==> config.mk <==
export PLATFORM = sky130hd
export DESIGN_NAME = iir_env_detect
export DESIGN_NICKNAME = d
export VERILOG_FILES = /design/src/rtl/dsp_pkg.sv /design/src/rtl/fs_edge_sync.sv /design/src/rtl/iir_env_detect.sv
export SDC_FILE = /design/constraint.sdc
export NUM_CORES = 1
export LEC_CHECK = 0
export ABC_AREA = 1
export BUFFER_PORTS_ARGS = -buffer_cell sky130_fd_sc_hd__buf_2
export CAP_MARGIN = 20
export CORE_AREA = 2 2 140 155
export DETAILED_ROUTE_END_ITERATION = 6
export DIE_AREA = 0 0 142 157
export PLACE_DENSITY = 0.49
export SLEW_MARGIN = 20
export SYNTH_ARGS = -nofsm -noshare
export SYNTH_HDL_FRONTEND = slang
export SYNTH_SLANG_ARGS = --single-unit
==> constraint.sdc <==
create_clock -name clk -period 3.46 [get_ports clk]
set_clock_uncertainty 0.2 [all_clocks]
set_input_delay 1.038 -clock clk [delete_from_list [all_inputs] [get_ports clk]]
set_output_delay 1.038 -clock clk [all_outputs]
set_load 0.1 [all_outputs]
==> src/rtl/dsp_pkg.sv <==
// dsp_pkg: shared sample width and detector FSM state encoding for the filter/detector blocks
package dsp_pkg;

    localparam int SAMPLE_W = 16;

    typedef enum logic [1:0] {
        ST_IDLE      = 2'd0,
        ST_ARMING    = 2'd1,
        ST_ACTIVE    = 2'd2,
        ST_RELEASING = 2'd3
    } det_state_t;

    function automatic logic is_detecting(input det_state_t s);
        return (s == ST_ACTIVE) || (s == ST_RELEASING);
    endfunction

endpackage

==> src/rtl/fs_edge_sync.sv <==
// fs_edge_sync: two-flop synchroniser for the f_s sample clock with a falling-edge strobe
module fs_edge_sync (
    input  logic clk,
    input  logic rst,
    input  logic f_s,
    output logic strobe
);

    logic pl0, pl1;

    // bring f_s into the clk domain; pl1 is the older sample
    always_ff @(posedge clk or posedge rst) begin
        if (rst) begin
            pl0 <= 1'b0;
            pl1 <= 1'b0;
        end else begin
            pl0 <= f_s;
            pl1 <= pl0;
        end
    end

    assign strobe = pl1 & ~pl0;

endmodule

==> src/rtl/iir_env_detect.sv <==
// iir_env_detect: rectifier, attack/release envelope follower and hysteretic tone-present flag
module iir_env_detect
    import dsp_pkg::*;
#(
    parameter int              W_IN      = SAMPLE_W,
    parameter int              ATK_SHIFT = 2,
    parameter int              REL_SHIFT = 6,
    parameter logic [W_IN-1:0] TH_ON     = W_IN'(4096),
    parameter logic [W_IN-1:0] TH_OFF    = W_IN'(2048),
    parameter int              HOLD_N    = 4
) (
    input  logic                   clk,
    input  logic                   rst,
    input  logic                   f_s,
    input  logic signed [W_IN-1:0] din,
    output logic        [W_IN-1:0] env,
    output logic                   env_valid,
    output logic                   detect,
    output logic        [1:0]      state
);

    localparam logic [W_IN-1:0] A_MAX = {1'b0, {(W_IN-1){1'b1}}};
    localparam logic [W_IN:0]   ONE   = (W_IN+1)'(1);

    logic                   s0, v1, v2, v3;
    logic signed [W_IN-1:0] x;
    logic        [W_IN-1:0] x_neg, a_nxt, a, env_acc, env_nxt;
    logic        [W_IN:0]   up, dn, du, dd, sum, dif;
    det_state_t             st, st_nxt;
    logic        [3:0]      cnt, cnt_nxt, cnt_inc;
    logic                   on, off, hit;

    fs_edge_sync u_sync (
        .clk    (clk),
        .rst    (rst),
        .f_s    (f_s),
        .strobe (s0)
    );

    // full-wave rectify; only -max-1 negates to a value with the MSB set, so clamp it
    always_comb begin
        x_neg = -x;
        a_nxt = !x[W_IN-1] ? $unsigned(x) : (x_neg[W_IN-1] ? A_MAX : x_neg);
    end

    // one-pole follower: step toward a by a shifted error, at least 1 LSB, never past a
    always_comb begin
        up      = {1'b0, a} - {1'b0, env_acc};
        dn      = {1'b0, env_acc} - {1'b0, a};
        du      = up >> ATK_SHIFT;
        dd      = dn >> REL_SHIFT;
        sum     = {1'b0, env_acc} + ((du == '0) ? ONE : du);
        dif     = {1'b0, env_acc} - ((dd == '0) ? ONE : dd);
        env_nxt = (a > env_acc) ? (sum[W_IN] ? A_MAX : sum[W_IN-1:0]) :
                  (a < env_acc) ? (dif[W_IN] ? '0 : dif[W_IN-1:0]) : env_acc;
    end

    // capture, rectify and envelope stages plus the output strobe; each stage runs independently
    always_ff @(posedge clk or posedge rst) begin
        if (rst) begin
            v1        <= 1'b0;
            v2        <= 1'b0;
            v3        <= 1'b0;
            env_valid <= 1'b0;
            x         <= '0;
            a         <= '0;
            env_acc   <= '0;
            env       <= '0;
        end else begin
            v1        <= s0;
            v2        <= v1;
            v3        <= v2;
            env_valid <= v3;
            if (s0) x <= din;
            if (v1) a <= a_nxt;
            if (v2) env_acc <= env_nxt;
            if (v3) env <= env_acc;
        end
    end

    // hysteresis decisions use the freshly updated envelope; cnt counts consecutive qualifying samples
    always_comb begin
        on      = env_acc >= TH_ON;
        off     = env_acc < TH_OFF;
        cnt_inc = cnt + 4'd1;
        hit     = cnt_inc >= 4'(HOLD_N);
        st_nxt  = st;
        cnt_nxt = cnt;
        unique case (st)
            ST_IDLE, ST_ARMING: begin
                st_nxt  = !on ? ST_IDLE : (hit ? ST_ACTIVE : ST_ARMING);
                cnt_nxt = (on && !hit) ? cnt_inc : 4'd0;
            end
            default: begin
                st_nxt  = !off ? ST_ACTIVE : (hit ? ST_IDLE : ST_RELEASING);
                cnt_nxt = (off && !hit) ? cnt_inc : 4'd0;
            end
        endcase
    end

    // FSM advances only alongside the env_valid pulse
    always_ff @(posedge clk or posedge rst) begin
        if (rst) begin
            st  <= ST_IDLE;
            cnt <= 4'd0;
        end else if (v3) begin
            st  <= st_nxt;
            cnt <= cnt_nxt;
        end
    end

    assign state  = st;
    assign detect = is_detecting(st);

endmodule

# Word-level counts from Yosys, hierarchy flattened
# Cells that the tools add are included.
# classes
n_addsub,6
n_lt_le_gt_ge,5
n_eq_ne,3
n_mux,16
bitwise_logic,2
reduce_logical,10
# op_table
operator,n
$mux W16,4
$mux W15,3
$logic_not A17 Y1,2
$sub A16 B16 Y17,2
$add A16 B15 Y17,1
$sub A16 B11 Y17,1
$ge A16 B13 Y1 const B,1
$gt A16 B16 Y1,1
$lt A16 B12 Y1 const B,1
$lt A16 B16 Y1,1
$neg A16 Y16,1
$mux W4,3
$mux W11,1
$mux W2,5
$add A4 B1 Y4 const B,1
$eq A2 B2 Y1 const B,2
$ge A4 B3 Y1 const B,1
$eq A2 B1 Y1 const B,1
$logic_and A1 B1 Y1,2
$logic_not A2 Y1,1
$reduce_and A2 Y1,1
$reduce_bool A2 Y1,1
$reduce_or A2 Y1,1
$and A1 B1 Y1,1
other kinds (3),3
# word_totals
ff_bits,76
inputBits,19
word_cells,54

# Depth between registers and ports, before layout
# Gate-level depths: netlist (run 1).
# logic_depth
depth_word,7
ltp_mapped,31
depth_no_buf,30

# Modules after synthesis
# Synthesis (run 1) repeated with hierarchy kept, for this count alone.
# hier_totals
cells_unflattened,1123
hier_area_um2,7049.3
# by_module_without_submodules
mod,n_inst,cells_per_inst,area_each_um2,seq_area_each_um2
iir_env_detect,1,1118,6985.4,1826.8
fs_edge_sync,1,5,63.8,50.0

# Worst setup path after synthesis (run 1)
# No wires, ideal clock.
# synth_path
kind,reg2reg
from,register env_acc[12]
to,register env_acc[0]
setup_time_ns,0.116
arrival_ns,3.220
required_time_ns,3.144
slack_ns,-0.076
stages_incl_launch_ff,26
synth_period_minus_slack_ns,3.536
cell_sequence,dfrtp_1 -> ha_1 -> buf_2 -> nand2_1 -> nor2_1 -> and2_1 -> nand2_1 -> nand2_1 -> nand2_1 -> nand2_1 -> nand2_1 -> nor2_1 -> nand3_1 -> nand2_1 -> ha_1 -> inv_1 -> fa_1 -> nand3_1 -> nand2_1 -> nand3_1 -> nand4_2 -> buf_2 -> nand3b_1 -> nand2_1 -> nand2_1 -> nand2_1
# synth_between
elab_chain_cells,7
word_cells_on_any_way,16
cone_classes,4 x add/sub; 2 x order compare; 6 x mux; 4 x reduce/logical
# synth_rtl
element,line_no,rtl
"start, declared",iir_env_detect.sv:27,"logic [W_IN-1:0] x_neg, a_nxt, a, env_acc, env_nxt;"
"start signal, assigned",iir_env_detect.sv:76,if (v2) env_acc <= env_nxt;
$sub A16 B16 Y17,iir_env_detect.sv:49,"dn = {1'b0, env_acc} - {1'b0, a};"
$logic_not A17 Y1,iir_env_detect.sv:53,"dif = {1'b0, env_acc} - ((dd == '0) ? ONE : dd);"
$mux W11,iir_env_detect.sv:53,
$sub A16 B11 Y17,iir_env_detect.sv:53,
$mux W16 (2 in a row),iir_env_detect.sv:55,(a < env_acc) ? (dif[W_IN] ? '0 : dif[W_IN-1:0]) : env_acc;
$mux W16,iir_env_detect.sv:54,env_nxt = (a > env_acc) ? (sum[W_IN] ? A_MAX : sum[W_IN-1:0]) :
# Parallel ways exist; a longest one is shown, timed or not. The select of a mux whose other input is x is not followed.
# A chain may end at the register's enable or synchronous reset.

# Worst setup path after layout (run 1)
# layout_path
from,register env_acc[9]
to,register env_acc[7]
# The elaborated chain is that of the path after synthesis.

==> results.md, run 1 <==
- The count of nets left with antenna violations after detail routing is 0.
- In this run the horizontal extent of the chip is 142 µm.
- The clock transition time at the flip-flop clock pins of the worst setup and hold paths is 0.08 ns.
- The sequential cell area fraction in the yosys report is 0.2634.
- The async set or reset register ratio after synthesis is 1.000.
- Data on the critical path arrives at its endpoint at 3.64 ns.
- The sequential cell area is 1883 µm².
- The via count of the first global-routing pass is 7499.
- The sum of negative setup slack is -1.620 ns.
- Pin placement for this block handled 39 I/O pins.
- The average cell area after synthesis is 6.200 µm².
- The first TritonRoute pass finished after 5 iterations.
- Across all setup checks in the final design, the least slack found is -0.1479 ns.
- The clock passes through at most 2 buffers.
- The core area is 20580 µm².
- The number of antenna repair diodes is 0.
- The overall routing resource usage is 0.2225.
- The library cells used most frequently in the layout, excluding fill and tap cells, are sky130_fd_sc_hd__nand2_1, sky130_fd_sc_hd__buf_4, sky130_fd_sc_hd__inv_1, sky130_fd_sc_hd__nand2_2, sky130_fd_sc_hd__dfrtp_1.
- Wires add up to about 25 mm.
- The most used flip-flop cell after synthesis is sky130_fd_sc_hd__dfrtp_1.
- Hold is met by 0.1952 ns.
- The number of inserted filler cells in the final layout is 2083.
- Summed over all nets, the half-perimeter wirelength after detailed placement is 19.49 mm.
- The chip height is about 160 µm.
- Counting flops with a built-in enable in the synthesized netlist gives 0.
- Synthesis handed over a netlist of 1149 instances.
- After synthesis, the netlist uses 45 different library cells.
- The H-tree generated during clock tree synthesis spans 3 levels.
- In the final routed layout, each cell accounts on average for 14.66 µm.
- The library cell used most frequently in the layout, excluding fill and tap cells, is sky130_fd_sc_hd__nand2_1.
- The total count of hold-check failures in the final report came to 0.
- The worst-case headroom to the max-slew limit is 0.5275.
- Setup repair after global routing could not meet its margin everywhere.
- The global-route wire length before repair is 38.38 mm.
- The total clock buffers created by CTS is 9.
- The flow ran to the end, but the final reports show violations.
- The fraction of post-synthesis cell area in the top cell type by area is 0.2634.
- Row generation in the floorplan step produced between 50 and 60 rows.
- After detailed placement, the design holds a cell count of around 1600.
- The element type at the critical path start is a flip-flop.
- The fraction of final layout cells sized beyond drive strength 1 is 0.3585.
- The final reports fail on negative setup slack.
- The final critical-path required period is ~3.6 ns.
- The mapped cell area is 7124 µm².
- Entering global routing, the biggest net connects 38 pins.
- The die footprint is around 22000 µm².
- During placement, the flow inserted port buffers numbering 38.
- The post-synthesis cell type with the largest combined area is sky130_fd_sc_hd__dfrtp_1.
- The area growth from synthesis to layout is 49.46%.
- The final RePlAce weighted congestion is 0.9416.
- Static timing analysis puts the maximum clock frequency at 0.2772 GHz.
- The final count of pins violating max slew is 0.
- At the pin with the least slew margin, the transition time is roughly 0.71 ns.
- The flip-flop and latch count after synthesis is 75.
- The final period utilization is 1.043.
- The final cell count without fillers is about 1700.
- The min-delay analysis places its worst path in the category flip-flop to flip-flop.
- The TritonCTS clock tree is done.
- The tool flagged a number of max-cap violations equal to 0.
- The number of hold buffers added after cts is 0.
- In the post-synthesis netlist, the biggest area contributors are sky130_fd_sc_hd__dfrtp_1, sky130_fd_sc_hd__nand2_1, sky130_fd_sc_hd__ha_1, sky130_fd_sc_hd__inv_1, sky130_fd_sc_hd__nand3_1.
- At the worst endpoint, the required time is 3.49 ns.
- The clock root buffer is sky130_fd_sc_hd__clkbuf_16.
- The number of design-rule violations left by the first detailed-router iteration is 384.
- The global-route congestion overflow total is 0.
- The number of antenna violations at the first check in global routing was 0.
- The worst setup path is captured at a flip-flop.
- For this configuration, the core starts out at a cell density of 0.3462.
- The number of design rule violations left after detail routing is 0.
- The number of nets in the synthesized netlist is ~1200.
- The total number of vias is 7782.
- The critical path in this run is classified as flip-flop to flip-flop.
- The area of the multi-input gates is 5250 µm².
- During synthesis, Yosys emitted a total of 0 warnings.
- The detailed-route vias per instance is 4.652.
- For the worst-skew pair, the clock arrives at the later sink with an insertion delay of about 0.35 ns.
- Setup violations remaining at the end of the flow were counted as 15.
- Measured on the finished design, the core utilization comes to 0.5175.
- The sink count of the clock tree is 75.
- In this run the worst path has a maximum fanout of 5.
- The layout net count is 1495.
metal layers:
metal | track usage | wire, µm
met5 | 0 | 0
met4 | 0.08619 | 839
met3 | 0.02038 | 473
met2 | 0.3964 | 12280
met1 | 0.2775 | 10930
worst paths after layout:
kind | startpoint | end | slack, ns | cells past startpoint
setup / recovery | env_acc[9] | env_acc[7] | -0.15 | 24
hold / removal | u_sync.pl0 | u_sync.pl1 | 0.20 | 0
setup reg to reg | env_acc[9] | env_acc[7] | -0.15 | 24
hold reg to reg | u_sync.pl0 | u_sync.pl1 | 0.20 | 0
max in group asynchronous | rst | env_acc[10] | 1.73 | 3
min in group asynchronous | rst | u_sync.pl1 | 0.57 | 2
Yosys cell counts, types with 2 or more instances:
| master | n |
|---|---|
| sky130_fd_sc_hd__nand2_1 | 448 |
| sky130_fd_sc_hd__inv_1 | 204 |
| sky130_fd_sc_hd__nand3_1 | 90 |
| sky130_fd_sc_hd__dfrtp_1 | 75 |
| sky130_fd_sc_hd__nor2_1 | 64 |
| sky130_fd_sc_hd__ha_1 | 62 |
| sky130_fd_sc_hd__o21ai_0 | 43 |
| sky130_fd_sc_hd__a21oi_1 | 33 |
| sky130_fd_sc_hd__xor2_1 | 20 |
| sky130_fd_sc_hd__nand4_1 | 13 |
| sky130_fd_sc_hd__o21ai_1 | 10 |
| sky130_fd_sc_hd__clkbuf_1 | 9 |
| sky130_fd_sc_hd__a22oi_1 | 7 |
| sky130_fd_sc_hd__inv_2 | 7 |
| sky130_fd_sc_hd__nand3b_1 | 7 |
| sky130_fd_sc_hd__buf_2 | 6 |
| sky130_fd_sc_hd__nand2_2 | 6 |
| sky130_fd_sc_hd__nor3_1 | 5 |
| sky130_fd_sc_hd__xnor2_1 | 5 |
| sky130_fd_sc_hd__a31oi_1 | 3 |
| sky130_fd_sc_hd__and2_1 | 2 |
| sky130_fd_sc_hd__buf_4 | 2 |
| sky130_fd_sc_hd__buf_6 | 2 |
| sky130_fd_sc_hd__clkinv_1 | 2 |
| sky130_fd_sc_hd__fa_1 | 2 |
| sky130_fd_sc_hd__mux2_2 | 2 |
| sky130_fd_sc_hd__nor2_4 | 2 |
final cells by class:
class                      instances  area share
clock buffer                       9     0.02115
clock inverter                     7     0.01011
inverter                         214     0.07673
multi-input combinational        840      0.4931
sequential                        75      0.1769
tap                              256     0.03008
timing repair buffer             272      0.1920
registers in the layout (all words and copies together) (netlist names):
register and count:
state 2, u_sync.pl0 1, v3 1, v2 1
a 15, x 16, v1 1, env 16
cnt 4, u_sync.pl1 1, env_valid 1, env_acc 16
critical path: stages, from the launching register on:
cell and delay [ns]:
sky130_fd_sc_hd__dfrtp_2 0.48, sky130_fd_sc_hd__ha_4 0.34, sky130_fd_sc_hd__nand2_2 0.09, sky130_fd_sc_hd__nor2_2 0.11
sky130_fd_sc_hd__buf_4 0.15, sky130_fd_sc_hd__nand3_1 0.10, sky130_fd_sc_hd__nand4_1 0.13, sky130_fd_sc_hd__nand2_2 0.09
sky130_fd_sc_hd__nand2_1 0.07, sky130_fd_sc_hd__nor2_1 0.04, sky130_fd_sc_hd__nand3_2 0.08, sky130_fd_sc_hd__nand2_2 0.07
sky130_fd_sc_hd__ha_4 0.16, sky130_fd_sc_hd__fa_2 0.35, sky130_fd_sc_hd__nand2_2 0.09, sky130_fd_sc_hd__nand3_4 0.08
sky130_fd_sc_hd__nand3_2 0.07, sky130_fd_sc_hd__nand2_2 0.07, sky130_fd_sc_hd__a21oi_4 0.19, sky130_fd_sc_hd__buf_6 0.18
sky130_fd_sc_hd__nand2_2 0.06, sky130_fd_sc_hd__nand2_2 0.07, sky130_fd_sc_hd__nand2_2 0.06, sky130_fd_sc_hd__nand2_2 0.09
sky130_fd_sc_hd__o21ai_2 0.06
cell families (layout without fill, tap and decap cells):
logic type | after synthesis | after routing | synth area share
and+or+nand+nor | 647 | 647 | 0.3815
buffers and inverters | 234 | 502 | 0.1294
AOI/OAI and AO/OA | 102 | 102 | 0.07728
DFF | 75 | 75 | 0.2634
adders and majority gates | 64 | 64 | 0.1145
xor gates and xnor gates | 25 | 25 | 0.03073
muxes | 2 | 2 | 0.003161
through the flow:
stage	instance area, µm²	setup slack [ns]
4_1_cts	9923	-0.2524
3_3_place_gp	9151	-0.6958
5_1_grt	10650	-0.3486
6_report	10650	-0.1479
2_1_floorplan	7226	0.006630
3_5_place_dp	9151	-0.7046
timing repair:
item / in CTS / in global routing
hold endpoints to repair: 0 / 0
setup buffers: 10 / 19
pin swaps: 26 / 68
gates cloned: 1 / 1
gates resized for setup: 96 / 152
setup endpoints to repair: 16 / 16
Power of run 1 is not shown: default switching activity piles up to over one toggle a cycle in this logic, so the estimate is an artifact.
==> run 2, diff against run 1 <==
--- a/config.mk
+++ b/config.mk
@@ -12,6 +12,7 @@
 export DETAILED_ROUTE_END_ITERATION = 6
 export DIE_AREA = 0 0 142 157
 export PLACE_DENSITY = 0.49
+export SETUP_SLACK_MARGIN = 0.1
 export SLEW_MARGIN = 20
 export SYNTH_ARGS = -nofsm -noshare
 export SYNTH_HDL_FRONTEND = slang
==> results.md, run 2 (synthesis gave the netlist of run 1 again) <==
- The length in cells of the worst reg-to-reg path is 28 (+17%).
- The largest net degree at the start of global routing is 42 (+11%).
- The number of buffers on the longest clock path is 2 (unchanged).
- The overall routed net length is 25.59 mm (+4.3%).
- The global-route wire length before repair was 40.18 mm (+4.7%).
- The half-perimeter wire length after placement is 20.62 mm (+5.8%).
- The via count of the first global-routing pass is 7821 (+4.3%).
- The final count of pins violating max slew was 0 (unchanged).
- The path class of the tightest hold or removal check is flip-flop to flip-flop.
- The number of hold buffers added after cts was 0 (unchanged).
- The required time of the worst setup path was 3.51 ns (+0.02 ns).
- The starting density of the core is 0.3462 (unchanged).
- For hold timing, the worst endpoint is u_sync.pl1.
- The area growth from synthesis to layout is 44.59%.
- The startpoint identified for the worst register-to-register timing path is a[5].
- Leaving out fill and tap cells, the most frequent cells in the layout are sky130_fd_sc_hd__nand2_1, sky130_fd_sc_hd__buf_4, sky130_fd_sc_hd__inv_1, sky130_fd_sc_hd__nand3_1, sky130_fd_sc_hd__dfrtp_1.
- The stage delay of the slowest cell on the critical path came to 0.39 ns (-0.09 ns).
- The number of antenna repair diodes is 0 (unchanged).
- The post-layout worst setup margin was -0.2366 ns (-0.08868 ns).
- The maximum fanout count along the critical path is 6 (+1).
- The TritonCTS clock tree is done.
- The largest registers in the layout are env (16), env_acc (16), x (16).
- By startpoint and endpoint, the worst setup path is classified as flip-flop to flip-flop.
- The worst hold slack is 0.1957 ns (+0.0005180 ns).
- The global-route congestion overflow total came to 0 (unchanged).
- Leaving out fill and tap cells, the most frequent cell in the layout is sky130_fd_sc_hd__nand2_1.
- STA classifies the critical path startpoint as a flip-flop.
- The die footprint came to 22290 µm² (unchanged).
- The flow ran to the end, but the final reports show violations.
- The number of design-rule violations left by the first detailed-router iteration came to 490 (+28%).
- The sink count of the clock tree is 75 (unchanged).
- The number of placement rows was 55 (unchanged).
- The chip height is 157 µm (unchanged).
- The count of maximum capacitance violations came to 0 (unchanged).
- The layout net count was 1472 (-1.5%).
- The total number of vias is 7836 (+0.69%).
- The number of design rule violations left after detail routing was 0 (unchanged).
- The fraction of final layout cells sized beyond drive strength 1 is 0.3271 (-0.03139).
- The detailed-route wire length per cell came to 15.51 µm (+5.8%).
- The family with the most delay on the worst path is simple AND/OR/NAND/NOR gates.
- The arrival time of the worst setup path is 3.75 ns (+0.11 ns).
- The total count of hold-check failures in the final report is 0 (unchanged).
- The final period utilization is 1.068 (+0.02563).
- The endpoint kind of the worst setup timing path is a flip-flop.
- The core area was 20580 µm² (unchanged).
- The count of cells along the worst hold path was 0 (unchanged).
- The source-to-sink clock delay at the later pin of the worst-skew pair is 0.36 ns (about the same).
- The tree is rooted in a sky130_fd_sc_hd__clkbuf_16.
- In this run the most critical hold path is launched from u_sync.pl0.
- Setup repair after global routing could not meet its margin everywhere.
- The count of H-tree levels built during CTS is 3 (unchanged).
- The maximum operating frequency is 0.2705 GHz (-2.4%).
- The number of buffer and inverter stages on the critical path is 4 (+2).
- The worst-case headroom to the max-slew limit is 0.4477 (-0.07972).
- The count of nets left with antenna violations after detail routing is 0 (unchanged).
- The overall routing resource usage is 0.2369 (+0.01441).
- The number of antenna violations at the first check in global routing was 0 (unchanged).
- The transition time at the pin with the least slew margin was 0.8233 ns (+0.1145 ns).
- The count of port buffers added during placement is 38 (unchanged).
- The cell at the slowest stage of the critical path is sky130_fd_sc_hd__dfrtp_1.
- The clock transition time at the flip-flop clock pins of the worst setup and hold paths is 0.07 ns (about the same).
- The width of the chip was 142 µm (unchanged).
- The endpoint identified for the worst register-to-register timing path is env_acc[6].
- The first-pass iteration count of the detailed router came to 5 (unchanged).
- The final RePlAce weighted congestion came to 0.9455 (+0.41%).
- The detailed-route vias per instance is 4.749 (+2.1%).
- The total clock buffers created by CTS came to 9 (unchanged).
- The number of ports placed on the die boundary is 39 (unchanged).
- The number of endpoints failing setup at the final stage was 16 (+1).
- The setup slack of the worst register-to-register path is -0.24 ns (-0.09 ns).
- The final reports fail on negative setup slack.
- The final critical-path required period is 3.697 ns (+0.08868 ns).
## run 2: cell count changes in the layout (fill, tap and decap cells not counted), moves of 4 or more
cell	previous run	this run
sky130_fd_sc_hd__buf_4	214	196
sky130_fd_sc_hd__buf_6	18	9
sky130_fd_sc_hd__inv_1	182	186
sky130_fd_sc_hd__inv_2	24	20
sky130_fd_sc_hd__nand2_1	362	373
sky130_fd_sc_hd__nand2_2	77	64
sky130_fd_sc_hd__nand3_1	67	72
sky130_fd_sc_hd__nand3_2	18	14
## run 2: stage by stage
stage / TNS [ns] / setup WS [ns] / cells / utilization / instance area, µm²
after floorplan: 0 / 0.1014 / 1149 / - / 7293
after global placement: -5.631 / -0.4406 / 1606 / 0.4423 / 9100
after detailed placement: -6.199 / -0.4475 / 1606 / 0.4423 / 9100
after CTS: -2.795 / -0.2251 / 1639 / 0.4884 / 10050
after global routing: -6.262 / -0.4443 / 1650 / 0.5006 / 10300
final: -3.110 / -0.2366 / 1650 / 0.5006 / 10300
## run 2: per-layer routing
layer  share of wire  up-vias  global-route usage
met2            0.51      164              0.4362
met1            0.41     3578              0.2739
met5               0        -                   0
li1                -     4027                   -
met3           0.033       67             0.02434
met4           0.049        0              0.1129
## run 2: final cells by class
class / count / area, µm²
Fill cell: 2135 / 10270
Multi-Input combinational cell: 840 / 5087
Timing Repair Buffer: 249 / 1893
Sequential cell: 75 / 1887
Inverter: 214 / 819.5
Tap cell: 256 / 320.3
Clock buffer: 9 / 225.2
Clock inverter: 7 / 68.82
## run 2: worst max path at each step
stage	end	start	cells past startpoint	slack (ns)
after floorplan	env_acc[13]	env_acc[2]	29	0.10
final	env_acc[6]	a[5]	28	-0.24
after global placement	env_acc[5]	env_acc[9]	23	-0.44
after global routing	env_acc[10]	env_acc[2]	29	-0.44
after detailed placement	env_acc[3]	a[6]	24	-0.45
after CTS	env_acc[4]	env_acc[9]	26	-0.23
## run 2: timing repair
action / 4_1_cts / 5_1_grt
pin swaps: 51 / 32
gates resized for setup: 136 / 59
cloned: 2 / 0
endpoints found under the setup margin: 16 / 16
buffers inserted: 16 / 11
## run 2: worst register-to-register path: cells and delay by family, from the launching register on
kind,cells,cell delay [ns]
compound gates,3,0.48
fa+ha+maj,3,0.80
buf+inv,4,0.46
flops,1,0.39
simple gates,18,1.24
Power of run 2 is left out for the same reason.
==> run 3, diff against run 2 <==
--- a/config.mk
+++ b/config.mk
@@ -11,8 +11,7 @@
 export CORE_AREA = 2 2 140 155
 export DETAILED_ROUTE_END_ITERATION = 6
 export DIE_AREA = 0 0 142 157
-export PLACE_DENSITY = 0.49
-export SETUP_SLACK_MARGIN = 0.1
+export PLACE_DENSITY = 0.61
 export SLEW_MARGIN = 20
 export SYNTH_ARGS = -nofsm -noshare
 export SYNTH_HDL_FRONTEND = slang
==> results.md, run 3 (synthesis gave the netlist of run 1 again) <==
- The final cell count without fillers is 1648 (-0.12%).
- The cell total after placement is 1599 (-0.44%).
- The global-route wire length before repair is 38.18 mm (-5.0%).
- The count of port buffers added during placement is 38 (unchanged).
- The number of design rule violations left after detail routing is 0 (unchanged).
- The total number of vias came to 7844 (+0.10%).
- The TritonCTS clock tree is done.
- The detailed-route vias per instance is 4.760 (+0.22%).
- The flow ran to the end, but the final reports show violations.
- The largest net degree at the start of global routing was 49 (+17%).
- The worst-case headroom to the max-slew limit is 0.6591 (+0.2114).
- The overall routing resource usage is 0.2191 (-0.01778).
- The number of inserted filler cells in the final layout is 1995 (-6.6%).
- The total clock buffers created by CTS is 9 (unchanged).
- By startpoint and endpoint, the worst setup path is classified as flip-flop to flip-flop.
- The global-route congestion overflow total came to 0 (unchanged).
- The final RePlAce weighted congestion is 0.9844 (+4.1%).
- The area overhead of the layout relative to synthesis is 43.71%.
- The half-perimeter wire length after placement is 18.66 mm (-9.5%).
- The overall routed net length is 23.50 mm (-8.2%).
- The number of antenna violations at the first check in global routing is 0 (unchanged).
- The tightest min-delay check is of the flip-flop to flip-flop type.
- The stage delay of the slowest cell on the critical path came to 0.45 ns (+0.06 ns).
- The met3 wire length is 746 µm (-12%).
- The final period utilization is 1.057 (-0.01155).
- The count of nets left with antenna violations after detail routing was 0 (unchanged).
- The highest layer touched by signal routing is met4.
- The number of endpoints failing setup at the final stage is 16 (unchanged).
- The die footprint is 22290 µm² (unchanged).
- The final critical-path required period is 3.657 ns (-0.03997 ns).
- The core area is 20580 µm² (unchanged).
- The maximum operating frequency was 0.2735 GHz (+1.1%).
- Among all stages on the critical path, the largest delay is contributed by sky130_fd_sc_hd__dfrtp_2.
- The first-pass iteration count of the detailed router is 5 (unchanged).
- The number of hold buffers added after cts is 0 (unchanged).
- Among the stages of the critical path, the cell type that occurs most often is sky130_fd_sc_hd__nand2_2.
- In the final layout, the registers with the most flip-flops are env (16), env_acc (16), x (16).
- The detailed-route wire length per cell came to 14.26 µm (-8.1%).
- Leaving out fill and tap cells, the most frequent cell in the layout is sky130_fd_sc_hd__nand2_1.
- The width of the chip is 142 µm (unchanged).
- The clock root buffer is sky130_fd_sc_hd__clkbuf_16.
- The layout net count is 1470 (-0.14%).
- The count of H-tree levels built during CTS came to 3 (unchanged).
- The number of placement rows is 55 (unchanged).
- The number of design-rule violations left by the first detailed-router iteration came to 378 (-23%).
- The number of antenna repair diodes was 0 (unchanged).
- The post-route met1 wirelength is 10.17 mm (-3.5%).
- The element type at the critical path start is a flip-flop.
- The post-layout worst setup margin came to -0.1966 ns (+0.03997 ns).
- The required time of the worst setup path is 3.50 ns (about the same).
- The transition time at the pin with the least slew margin is 0.5107 ns (-0.3126 ns).
- The sink count of the clock tree is 75 (unchanged).
- The arrival time of the worst setup path came to 3.70 ns (-0.05 ns).
- STA classifies the critical path endpoint as a flip-flop.
- The maximum fanout count along the critical path is 16 (+10).
- In the layout the commonest cells are sky130_fd_sc_hd__nand2_1, sky130_fd_sc_hd__inv_1, sky130_fd_sc_hd__buf_4, sky130_fd_sc_hd__nand3_1, sky130_fd_sc_hd__dfrtp_1.
- The total count of hold-check failures in the final report is 0 (unchanged).
- The final count of pins violating max slew is 0 (unchanged).
- The number of buffers on the longest clock path was 2 (unchanged).
- The number of ports placed on the die boundary is 39 (unchanged).
- The count of maximum capacitance violations is 0 (unchanged).
- The met2 wire length is 11.83 mm (-8.6%).
- The via count of the first global-routing pass came to 7765 (-0.72%).
- The checks that failed: negative setup slack.
- The fraction of final layout cells sized beyond drive strength 1 came to 0.3168 (-0.01031).
- The chip height is 157 µm (unchanged).
- Setup repair after global routing could not meet its margin everywhere.
- The clock transition time at the flip-flop clock pins of the worst setup and hold paths is 0.07 ns (about the same).
- The source-to-sink clock delay at the later pin of the worst-skew pair is 0.36 ns (about the same).
- The starting density of the core is 0.3462 (unchanged).
[run 3: changes by cell type in the layout (fill, tap and decap cells not counted), sizes merged]
| cell | change |
|---|---|
| inv | -1 |
| bufinv | +1 |
| clkbuf | -2 |
[run 3: what timing repair did]
item,in CTS,in global routing
gates cloned,1,0
setup buffers,21,11
resized for setup,126,74
pin swaps,38,51
setup endpoints to repair,16,16
[run 3: stage by stage]
step / hold WS (ns) / instance area, µm² / setup TNS (ns) / setup slack (ns) / util
floorplan: 0.1519 / 7226 / 0 / 0.006630 / -
global placement: 0.1648 / 8959 / -7.214 / -0.5668 / 0.4354
detailed placement: 0.1705 / 8959 / -8.347 / -0.6295 / 0.4354
CTS: 0.1865 / 9884 / -2.439 / -0.1832 / 0.4804
global route: 0.2044 / 10240 / -5.919 / -0.4102 / 0.4976
finish: 0.1806 / 10240 / -2.486 / -0.1966 / 0.4976
[run 3: path summary, 6_finish.rpt]
kind / startpoint / to / slack (ns) / cells past startpoint
worst min-delay path: u_sync.pl0 / u_sync.pl1 / 0.18 / 0
max in group asynchronous: rst / env_acc[4] / 1.91 / 3
worst min register to register: u_sync.pl0 / u_sync.pl1 / 0.18 / 0
worst max register to register: env_acc[4] / env_acc[2] / -0.20 / 26
min in group asynchronous: rst / env[9] / 0.49 / 2
worst max-delay path: env_acc[4] / env_acc[2] / -0.20 / 26
[run 3: area by class of cell]
type | instances | area, µm² | share of cell area
clock buffer | 9 | 225.2 | 0.02200
clock inverter | 7 | 85.08 | 0.008310
inverter | 214 | 814.5 | 0.07955
multi-input combinational | 840 | 5046 | 0.4928
sequential | 75 | 1887 | 0.1843
tap | 256 | 320.3 | 0.03128
timing repair buffer | 247 | 1861 | 0.1817
[run 3: routing by layer]
metal,global-route usage,up-vias
met5,0,-
met4,0.09381,0
met3,0.02038,51
met2,0.3948,163
met1,0.2661,3605
li1,-,4025
[run 3: worst max-delay path, delay by kind of cell (launching register included)]
family	cells	cell delay, ns
simple gates	17	1.43
fa+ha+maj	3	0.83
buf+inv	5	0.48
flops	1	0.45
xor+xnor	1	0.15
Power of run 3 is left out for the same reason.
